$ cat src/rtl/soc_system_pio_pkg.sv
// Shared definitions for the soc_system input PIO: register word addresses and
// the width helper used to size the debounce counters.
package soc_system_pio_pkg;

  localparam logic [2:0] ADDR_DATA = 3'd0;
  localparam logic [2:0] ADDR_RAW  = 3'd1;
  localparam logic [2:0] ADDR_MASK = 3'd2;
  localparam logic [2:0] ADDR_EDGE = 3'd3;
  localparam logic [2:0] ADDR_RISE = 3'd4;
  localparam logic [2:0] ADDR_FALL = 3'd5;
  localparam logic [2:0] ADDR_CTRL = 3'd6;

  // Ceiling log2, never below 1 so a counter always has at least one bit.
  function automatic int clog2(input int value);
    int bits;
    bits = 0;
    for (int v = value - 1; v > 0; v = v >> 1) bits++;
    if (bits == 0) bits = 1;
    return bits;
  endfunction

endpackage

$ cat src/rtl/soc_system_pio_debounce.sv
// Single-bit input conditioner: a synchroniser chain followed by a stability
// counter that only accepts a new level after DEBOUNCE_CYCLES identical samples.
module soc_system_pio_debounce
  import soc_system_pio_pkg::*;
#(
  parameter int SYNC_STAGES     = 2,
  parameter int DEBOUNCE_CYCLES = 50000
) (
  input  logic clk,
  input  logic reset,
  input  logic en,
  input  logic in,
  output logic s,
  output logic q
);

  localparam int              CW       = clog2(DEBOUNCE_CYCLES);
  localparam logic [CW-1:0]   CNT_LAST = CW'(DEBOUNCE_CYCLES - 1);

  logic [SYNC_STAGES-1:0] sync_q, sync_d;
  logic [CW-1:0]          cnt_q, cnt_d;
  logic                   deb_q, deb_d;

  assign s = sync_q[SYNC_STAGES-1];
  assign q = deb_q;

  // NOTE: every variable gets its hold value first so no path through the
  // block leaves it unassigned; that is what keeps this from becoming a latch.
  always_comb begin
    sync_d = {sync_q[SYNC_STAGES-2:0], in};
    cnt_d  = cnt_q;
    deb_d  = deb_q;
    if (!en) begin
      deb_d = s;
      cnt_d = '0;
    end else if (s == deb_q) begin
      cnt_d = '0;
    end else if (cnt_q == CNT_LAST) begin
      deb_d = s;
      cnt_d = '0;
    end else begin
      cnt_d = cnt_q + 1'b1;
    end
  end

  // NOTE: state registers use non-blocking assignments so every flop samples
  // the pre-edge value of its neighbours, which the synchroniser chain relies on.
  always_ff @(posedge clk) begin
    if (reset) begin
      sync_q <= '0;
      cnt_q  <= '0;
      deb_q  <= 1'b0;
    end else begin
      sync_q <= sync_d;
      cnt_q  <= cnt_d;
      deb_q  <= deb_d;
    end
  end

endmodule

$ cat src/rtl/soc_system_input_pio_irq.sv
// Avalon-MM input PIO with per-bit debounce, selectable edge capture
// (write-1-to-clear) and a maskable level interrupt.
module soc_system_input_pio_irq
  import soc_system_pio_pkg::*;
#(
  parameter int WIDTH           = 4,
  parameter int SYNC_STAGES     = 2,
  parameter int DEBOUNCE_CYCLES = 50000
) (
  input  logic             clk,
  input  logic             reset,
  input  logic [2:0]       address,
  input  logic             chipselect,
  input  logic             write_n,
  input  logic [31:0]      writedata,
  output logic [31:0]      readdata,
  input  logic [WIDTH-1:0] in_port,
  output logic             irq
);

  logic [WIDTH-1:0] s_vec, q_vec;
  logic [WIDTH-1:0] prev_q, prev_d;
  logic [WIDTH-1:0] edge_q, edge_d;
  logic [WIDTH-1:0] mask_q, mask_d;
  logic [WIDTH-1:0] rise_en_q, rise_en_d;
  logic [WIDTH-1:0] fall_en_q, fall_en_d;
  logic             deb_en_q, deb_en_d;
  logic             irq_q, irq_d;
  logic [31:0]      rdata_q, rdata_d;
  logic [WIDTH-1:0] wdata, clr, ev;
  logic             strobe;
  logic             unused_wdata;

  for (genvar i = 0; i < WIDTH; i++) begin : g_bit
    soc_system_pio_debounce #(
      .SYNC_STAGES    (SYNC_STAGES),
      .DEBOUNCE_CYCLES(DEBOUNCE_CYCLES)
    ) u_debounce (
      .clk  (clk),
      .reset(reset),
      .en   (deb_en_q),
      .in   (in_port[i]),
      .s    (s_vec[i]),
      .q    (q_vec[i])
    );
  end

  assign strobe       = chipselect & ~write_n;
  assign wdata        = writedata[WIDTH-1:0];
  assign unused_wdata = ^writedata;
  assign readdata     = rdata_q;
  assign irq          = irq_q;

  always_comb begin
    mask_d    = mask_q;
    rise_en_d = rise_en_q;
    fall_en_d = fall_en_q;
    deb_en_d  = deb_en_q;
    if (strobe) begin
      case (address)
        ADDR_MASK: mask_d    = wdata;
        ADDR_RISE: rise_en_d = wdata;
        ADDR_FALL: fall_en_d = wdata;
        ADDR_CTRL: deb_en_d  = writedata[0];
        default:   ;
      endcase
    end

    // A clear and a fresh event on the same bit resolve in favour of the event.
    clr    = (strobe && address == ADDR_EDGE) ? wdata : '0;
    ev     = (q_vec & ~prev_q & rise_en_q) | (~q_vec & prev_q & fall_en_q);
    edge_d = (edge_q & ~clr) | ev;
    prev_d = q_vec;
    irq_d  = |(edge_d & mask_q);

    case (address)
      ADDR_DATA: rdata_d = 32'(q_vec);
      ADDR_RAW:  rdata_d = 32'(s_vec);
      ADDR_MASK: rdata_d = 32'(mask_q);
      ADDR_EDGE: rdata_d = 32'(edge_q);
      ADDR_RISE: rdata_d = 32'(rise_en_q);
      ADDR_FALL: rdata_d = 32'(fall_en_q);
      ADDR_CTRL: rdata_d = {31'd0, deb_en_q};
      default:   rdata_d = '0;
    endcase
  end

  always_ff @(posedge clk) begin
    if (reset) begin
      prev_q    <= '0;
      edge_q    <= '0;
      mask_q    <= '0;
      rise_en_q <= '0;
      fall_en_q <= '0;
      deb_en_q  <= 1'b1;
      irq_q     <= 1'b0;
      rdata_q   <= '0;
    end else begin
      prev_q    <= prev_d;
      edge_q    <= edge_d;
      mask_q    <= mask_d;
      rise_en_q <= rise_en_d;
      fall_en_q <= fall_en_d;
      deb_en_q  <= deb_en_d;
      irq_q     <= irq_d;
      rdata_q   <= rdata_d;
    end
  end

endmodule

$ cat config.mk
export PLATFORM = sky130hd
export DESIGN_NAME = soc_system_input_pio_irq
export DESIGN_NICKNAME = d
export VERILOG_FILES = /design/src/rtl/soc_system_pio_pkg.sv /design/src/rtl/soc_system_pio_debounce.sv /design/src/rtl/soc_system_input_pio_irq.sv
export SDC_FILE = /design/constraint.sdc
export NUM_CORES = 1
export LEC_CHECK = 0
export ABC_AREA = 1
export CAP_MARGIN = 25
export CORE_ASPECT_RATIO = 1.5
export CORE_UTILIZATION = 40
export CTS_BUF_LIST = sky130_fd_sc_hd__clkbuf_4 sky130_fd_sc_hd__clkbuf_8
export DETAILED_ROUTE_END_ITERATION = 8
export DONT_BUFFER_PORTS = 1
export PLACE_DENSITY = 0.54
export SLEW_MARGIN = 20
export SYNTH_ARGS = -nofsm -noshare
export SYNTH_HDL_FRONTEND = slang
export SYNTH_SLANG_ARGS = --single-unit
$ cat constraint.sdc
create_clock -name clk -period 1.63 [get_ports clk]
set_clock_uncertainty 0.2 [all_clocks]
set_input_delay 0.4075 -clock clk [delete_from_list [all_inputs] [get_ports clk]]
set_output_delay 0.4075 -clock clk [all_outputs]
set_load 0.05 [all_outputs]
* Yosys cells after proc, flatten, opt, wreduce, memory -nomap -nowiden
Index checks and enable logic that the tools add are counted.
Storage, ports and cells: output and inout bits 33, word-level logic and storage cells 89, input port bits 43, ROM bits 0, register bits 130, bits in writable memories 0, latch bits 0, memories kept 0
Operators by class: mux-type cells 14, add/subtract/negate cells 4, reduce and logical (&&, ||, !) cells 15, divide/modulo/power cells 0, bitwise operators 14, multipliers 0, equal/unequal tests 22, shift-type cells 0, order comparisons 0
Operator list (number):
- adder 16 x 1 -> 16 bit, second input constant | 4
- equality test 16 bit, second input constant | 4
- one-hot mux 4 bit (7 select lines) | 1
- bitwise AND 4 bit | 6
- OR reduction 4 bit | 5
- AND reduction 2 bit | 8
- two-way mux 1 bit | 12
- inverter 4 bit | 3
- equality test 3 bit, second input constant | 3
- inequality test 2 x 1 -> 1 bit, second input constant | 4
- inequality test 2 bit, second input constant | 4
- OR 4 bit | 2
- equality test 3 x 2 -> 1 bit, second input constant | 2
- equality test 1 bit | 4
- two-way mux 4 bit | 1
- equality test 3 x 1 -> 1 bit, second input constant | 1
- zero test 3 bit | 1
- inverter 1 bit | 2
- bitwise AND 1 bit | 1
- logical AND 1 bit | 1

* Depth between registers and ports, before layout
depth after elaboration 9, mapped depth 9, depth with buffers taken out 9

* By module
A second synthesis with hierarchy kept.
Second synthesis, totals: cell total of the unflattened synthesis 705, area, all modules 5021.1 um2
By module, submodules not included:
- soc_system_pio_debounce | instances 4, area an instance 907.1 um2, cells an instance 125, seq. area each 380.4 um2
- soc_system_input_pio_irq | instances 1, area an instance 1392.6 um2, cells an instance 205, seq. area each 520.5 um2

* Worst setup path after synthesis
Ideal clock, no wire load.
kind register -> register, start register g_bit[1].u_debounce.cnt_q[0], end register g_bit[1].u_debounce.cnt_q[9], buffers on the path 1, data arrival time 1.301 ns, clock period less this slack 1.616 ns, cell stages (with the launch flop) 10, library setup time 0.115 ns, data required time 1.315 ns, setup slack 0.014 ns, path through dfxtp_1 -> ha_1 -> nand2_2 -> nor2_4 -> inv_2 -> nor2_2 -> nand2_2 -> nand3_4 -> buf_12 -> nor2_2
On the way: longest elaborated chain between the ends 2
RTL lines:
- start, declared | RTL line soc_system_pio_debounce.sv:21 | logic [CW-1:0] cnt_q, cnt_d;
- start signal, assigned | RTL line soc_system_pio_debounce.sv:55 | cnt_q <= cnt_d;
- parallel branches: the longest is 2 deep, another holds adder 16 x 1 -> 16 bit
Several ways; the timed one is not identified. A chain may end at the register's enable or synchronous reset.

* Final worst setup path
start register g_bit[1].u_debounce.cnt_q[1], end register g_bit[1].u_debounce.cnt_q[15]
Same word-level chain as after synthesis.

==> flow_results.xml <==
<?xml version="1.0" encoding="UTF-8"?>
<metrics>
  <group name="status">
    <metric name="outcome" unit="">completed</metric>
  </group>
  <group name="synthesis">
    <metric name="total_number_of_yosys_warnings" unit="">0</metric>
    <metric name="syn_area" unit="sq um">5040</metric>
    <metric name="synthDistinctLibCells" unit="">37</metric>
    <metric name="synth_top_area_share" unit="%">40.5</metric>
    <metric name="syn-instance-count" unit="">690</metric>
    <metric name="synth.largest_area_cell" unit="">dfxtp_1</metric>
    <metric name="seq_area_frac_synth" unit="%">40.5</metric>
    <metric name="synthesis.area_per_instance" unit="sq um">7.30</metric>
    <metric name="synth.top_cells.by_area" unit="">dfxtp_1 41%, nand2_1 9.2%, nor2_1 7.8%</metric>
    <metric name="synth-seq-cells" unit="">102</metric>
  </group>
  <group name="power">
    <metric name="p_leak" unit="nW">2.16</metric>
    <metric name="p_sw_share" unit="%">25.9</metric>
    <metric name="vdd_drop_max" unit="mV">0.410</metric>
    <metric name="sequentialPowerShare" unit="%">56.0</metric>
    <metric name="internal_power" unit="mW">3.37</metric>
    <metric name="power.clock.fraction" unit="%">36.7</metric>
    <metric name="net-switching-power" unit="mW">1.18</metric>
    <metric name="power_density" unit="nW/um^2">766</metric>
    <metric name="combPwrFrac" unit="%">7.4</metric>
    <metric name="power" unit="mW">4.54</metric>
  </group>
  <group name="setup_path">
    <metric name="cp_slowest_stage_delay" unit="ps">370</metric>
    <metric name="data_required_time_at_the_worst_endpoint" unit="ps">1700</metric>
    <metric name="critical_path.startpoint_type" unit="">flop</metric>
    <metric name="crit_type" unit="">reg2reg</metric>
    <metric name="critical_path.slowest_cell" unit="">dfxtp_2</metric>
    <metric name="arrival" unit="ps">1630</metric>
    <metric name="endpoint_kind" unit="">flop</metric>
    <metric name="crit_chain" unit="">ha_4 &gt; nand2_4 &gt; nor2_4 &gt; inv_2 &gt; nor2_2 &gt; nand2_2 &gt; nand3_4 &gt; buf_12 &gt; a21oi_2</metric>
    <metric name="path_max_fanout" unit="">7</metric>
  </group>
  <group name="floorplan">
    <metric name="floorplan.io_pins" unit="">76</metric>
    <metric name="fp-row-count" unit="">49</metric>
    <metric name="core_area" unit="sq um">12100</metric>
    <metric name="fp.dieArea" unit="sq um">13100</metric>
    <metric name="initial_core_util" unit="%">41.5</metric>
    <metric name="dieWidth" unit="microns">93.6</metric>
    <metric name="floorplan.die.height" unit="microns">139</metric>
  </group>
  <group name="clock_network">
    <metric name="clock_tree_from_tritoncts" unit="">built</metric>
    <metric name="clk_root_buffer_cell" unit="">clkbuf_8</metric>
    <metric name="numCtsBuffers" unit="">9</metric>
    <metric name="cts-root-to-sink-buffers" unit="">2</metric>
    <metric name="h-tree-depth" unit="">3</metric>
    <metric name="clkSlewWorstSetupHoldPaths" unit="ps">100</metric>
    <metric name="insertion_delay" unit="ps">380</metric>
    <metric name="clock_sinks" unit="">102</metric>
  </group>
  <group name="sta">
    <metric name="worstMarginPinSlew" unit="ps">875</metric>
    <metric name="unrepaired_setup_endpoints_after_global_routing" unit="">yes</metric>
    <metric name="layout_worst_path_cycle_share" unit="%">96.1</metric>
    <metric name="maxSlewHeadroom" unit="%">41.7</metric>
    <metric name="finalWorstPathRequiredPeriod" unit="ps">1570</metric>
    <metric name="setup_viol" unit="">0</metric>
    <metric name="report.final.slew_viol_count" unit="">0</metric>
    <metric name="fmax" unit="MHz">639</metric>
    <metric name="timing.hold.ws" unit="ps">27.7</metric>
    <metric name="hold_viol_final" unit="">0</metric>
  </group>
  <group name="global_route">
    <metric name="total_routing_resource_utilization_after_global_routing" unit="%">17.1</metric>
    <metric name="global_route_wire_length_before_repair" unit="microns">17900</metric>
    <metric name="antenna_found_initial" unit="">0</metric>
    <metric name="grt_start_max_net_pins" unit="">23</metric>
    <metric name="vias_in_the_first_global_route" unit="">4069</metric>
    <metric name="grt.overflow.total" unit="">0</metric>
  </group>
  <group name="placed_design">
    <metric name="gp_congestion" unit="">0.869</metric>
    <metric name="place_inst" unit="">865</metric>
    <metric name="postPlaceCellArea" unit="sq um">5310</metric>
    <metric name="place.detailed.hpwl" unit="microns">7640</metric>
    <metric name="numPortBuffers" unit="">0</metric>
  </group>
  <group name="drt">
    <metric name="via_count" unit="">4345</metric>
    <metric name="vias_per_std_cell" unit="">4.82</metric>
    <metric name="wl_per_cell" unit="microns">12.1</metric>
    <metric name="number_of_nets_with_antenna_violations_after_detailed_routing" unit="">0</metric>
    <metric name="drt-initial-drc-count" unit="">147</metric>
    <metric name="postRouteWirelength" unit="microns">10900</metric>
    <metric name="detail_route.first_pass.iterations" unit="">4</metric>
    <metric name="post-route-drc-count" unit="">0</metric>
  </group>
  <group name="layout">
    <metric name="num_antenna_cells" unit="">0</metric>
    <metric name="final_cell_area" unit="sq um">5930</metric>
    <metric name="finalCoreUtilization" unit="%">48.9</metric>
    <metric name="nets" unit="">791</metric>
    <metric name="layoutNonFillerInstCount" unit="">902</metric>
    <metric name="post_route_cells_drive_above_1_share" unit="%">20.2</metric>
    <metric name="syn2layout_area_growth" unit="%">17.7</metric>
  </group>
  <group name="min_path">
    <metric name="worstHoldPathType" unit="">in2reg</metric>
  </group>
  <group name="job">
    <metric name="drv.max_cap_violation_count" unit="">0</metric>
  </group>
</metrics>
flip-flops by register name, indices dropped and copies added (netlist names):
name and flops:
mask_q 4, fall_en_q 4, g_bit.u_debounce.cnt_q 64, readdata 4
prev_q 4, g_bit.u_debounce.q 4, edge_q 4, g_bit.u_debounce.sync_q 8
irq 1, rise_en_q 4, deb_en_q 1
cells in the mapped netlist (all sizes together):
cell type / count
nor2b: 1
nor2: 121
nand2: 127
a21oi: 47
xnor2: 5
nand3: 47
or2: 8
conb: 1
a22oi: 1
nand4: 21
o211ai: 2
ha: 4
clkbuf: 1
inv: 89
o22ai: 2
o21ai: 21
nor3b: 3
and3: 1
dfxtp: 102
xor2: 18
nor3: 33
buf: 35
critical path, delay by kind of cell, from the launching register on:
kind            cells  cell delay [ps]
flops               1              370
fa+ha+maj           1              150
simple gates        5              510
buf+inv             2              200
compound gates      1               30
area by class of cell:
cell class                 count  area (sq um)
tap                          153           191
multi-input combinational    492          2710
inverter                      89           334
clock buffer                  11           145
fill                        1251          6210
timing repair buffer          50           440
clock inverter                 5          56.3
sequential                   102          2060
routing by layer:
layer  track usage, %  part of all wire (%)  up-vias
li1                 -                     -     2260
met1             19.3                    43     2020
met2             31.3                    53       52
met3             3.22                   2.4       13
met4             6.32                   1.7        0
met5                0                     0        -
cells by family after synthesis:
kind of cell / Yosys count / synth area share, %
other cells: 1 / 0.0744
flops: 102 / 40.5
compound gates: 73 / 8.05
buf+inv: 125 / 12.2
xor+xnor: 23 / 4.00
simple gates: 362 / 34.2
fa+ha+maj: 4 / 0.993
repair_timing:
action	CTS	global route
buffers inserted	3	8
hold buffers	9	0
endpoints found under the setup margin	5	71
pin swaps	2	17
gates resized for setup	9	53
hold endpoints to repair	32	0
cloned	0	2
power by group through the flow:
stage	clock (mW)	sequential [mW]	combinational (mW)
after global routing	1.82	2.55	0.360
after CTS	1.73	2.54	0.319
after detailed placement	0	2.60	0.288
after global placement	0	2.60	0.286
final	1.67	2.54	0.335
after floorplan	0	2.60	0.304
cells in the final DEF (no fill, tap or decap), types with 6 or more instances in the layout:
cell type        n
nand2_1        119
o21ai_0         20
nand3_1         36
nand3_4          9
a21oi_1         34
nor2_2          10
nor3_2          12
nand4_1         20
nor2_1         102
dfxtp_2         13
nor3_1          21
inv_2            6
dlygate4sd3_1    8
buf_4           35
dfxtp_1         89
xor2_1          18
a21oi_2         13
nor2_4           9
inv_1           83
clkbuf_8        10
conb_1          28
nand2_2          6
metrics by stage:
stage,TNS [ps],worst slack [ps]
after floorplan,0,13.6
after global placement,0,27.6
after detailed placement,-19.1,-19.1
after CTS,0,5.36
after global routing,-405,-41.8
final,0,64.1
worst paths after layout:
kind,from,end,slack (ps),cells past startpoint
max reg2reg,g_bit[1].u_debounce.cnt_q[1],g_bit[1].u_debounce.cnt_q[15],60,9
min reg2reg,g_bit[3].u_debounce.sync_q[0],g_bit[3].u_debounce.sync_q[1],210,2
max,g_bit[1].u_debounce.cnt_q[1],g_bit[1].u_debounce.cnt_q[15],60,9
min,writedata[0],rise_en_q[0],30,2
(Power assumes the default switching activity.)
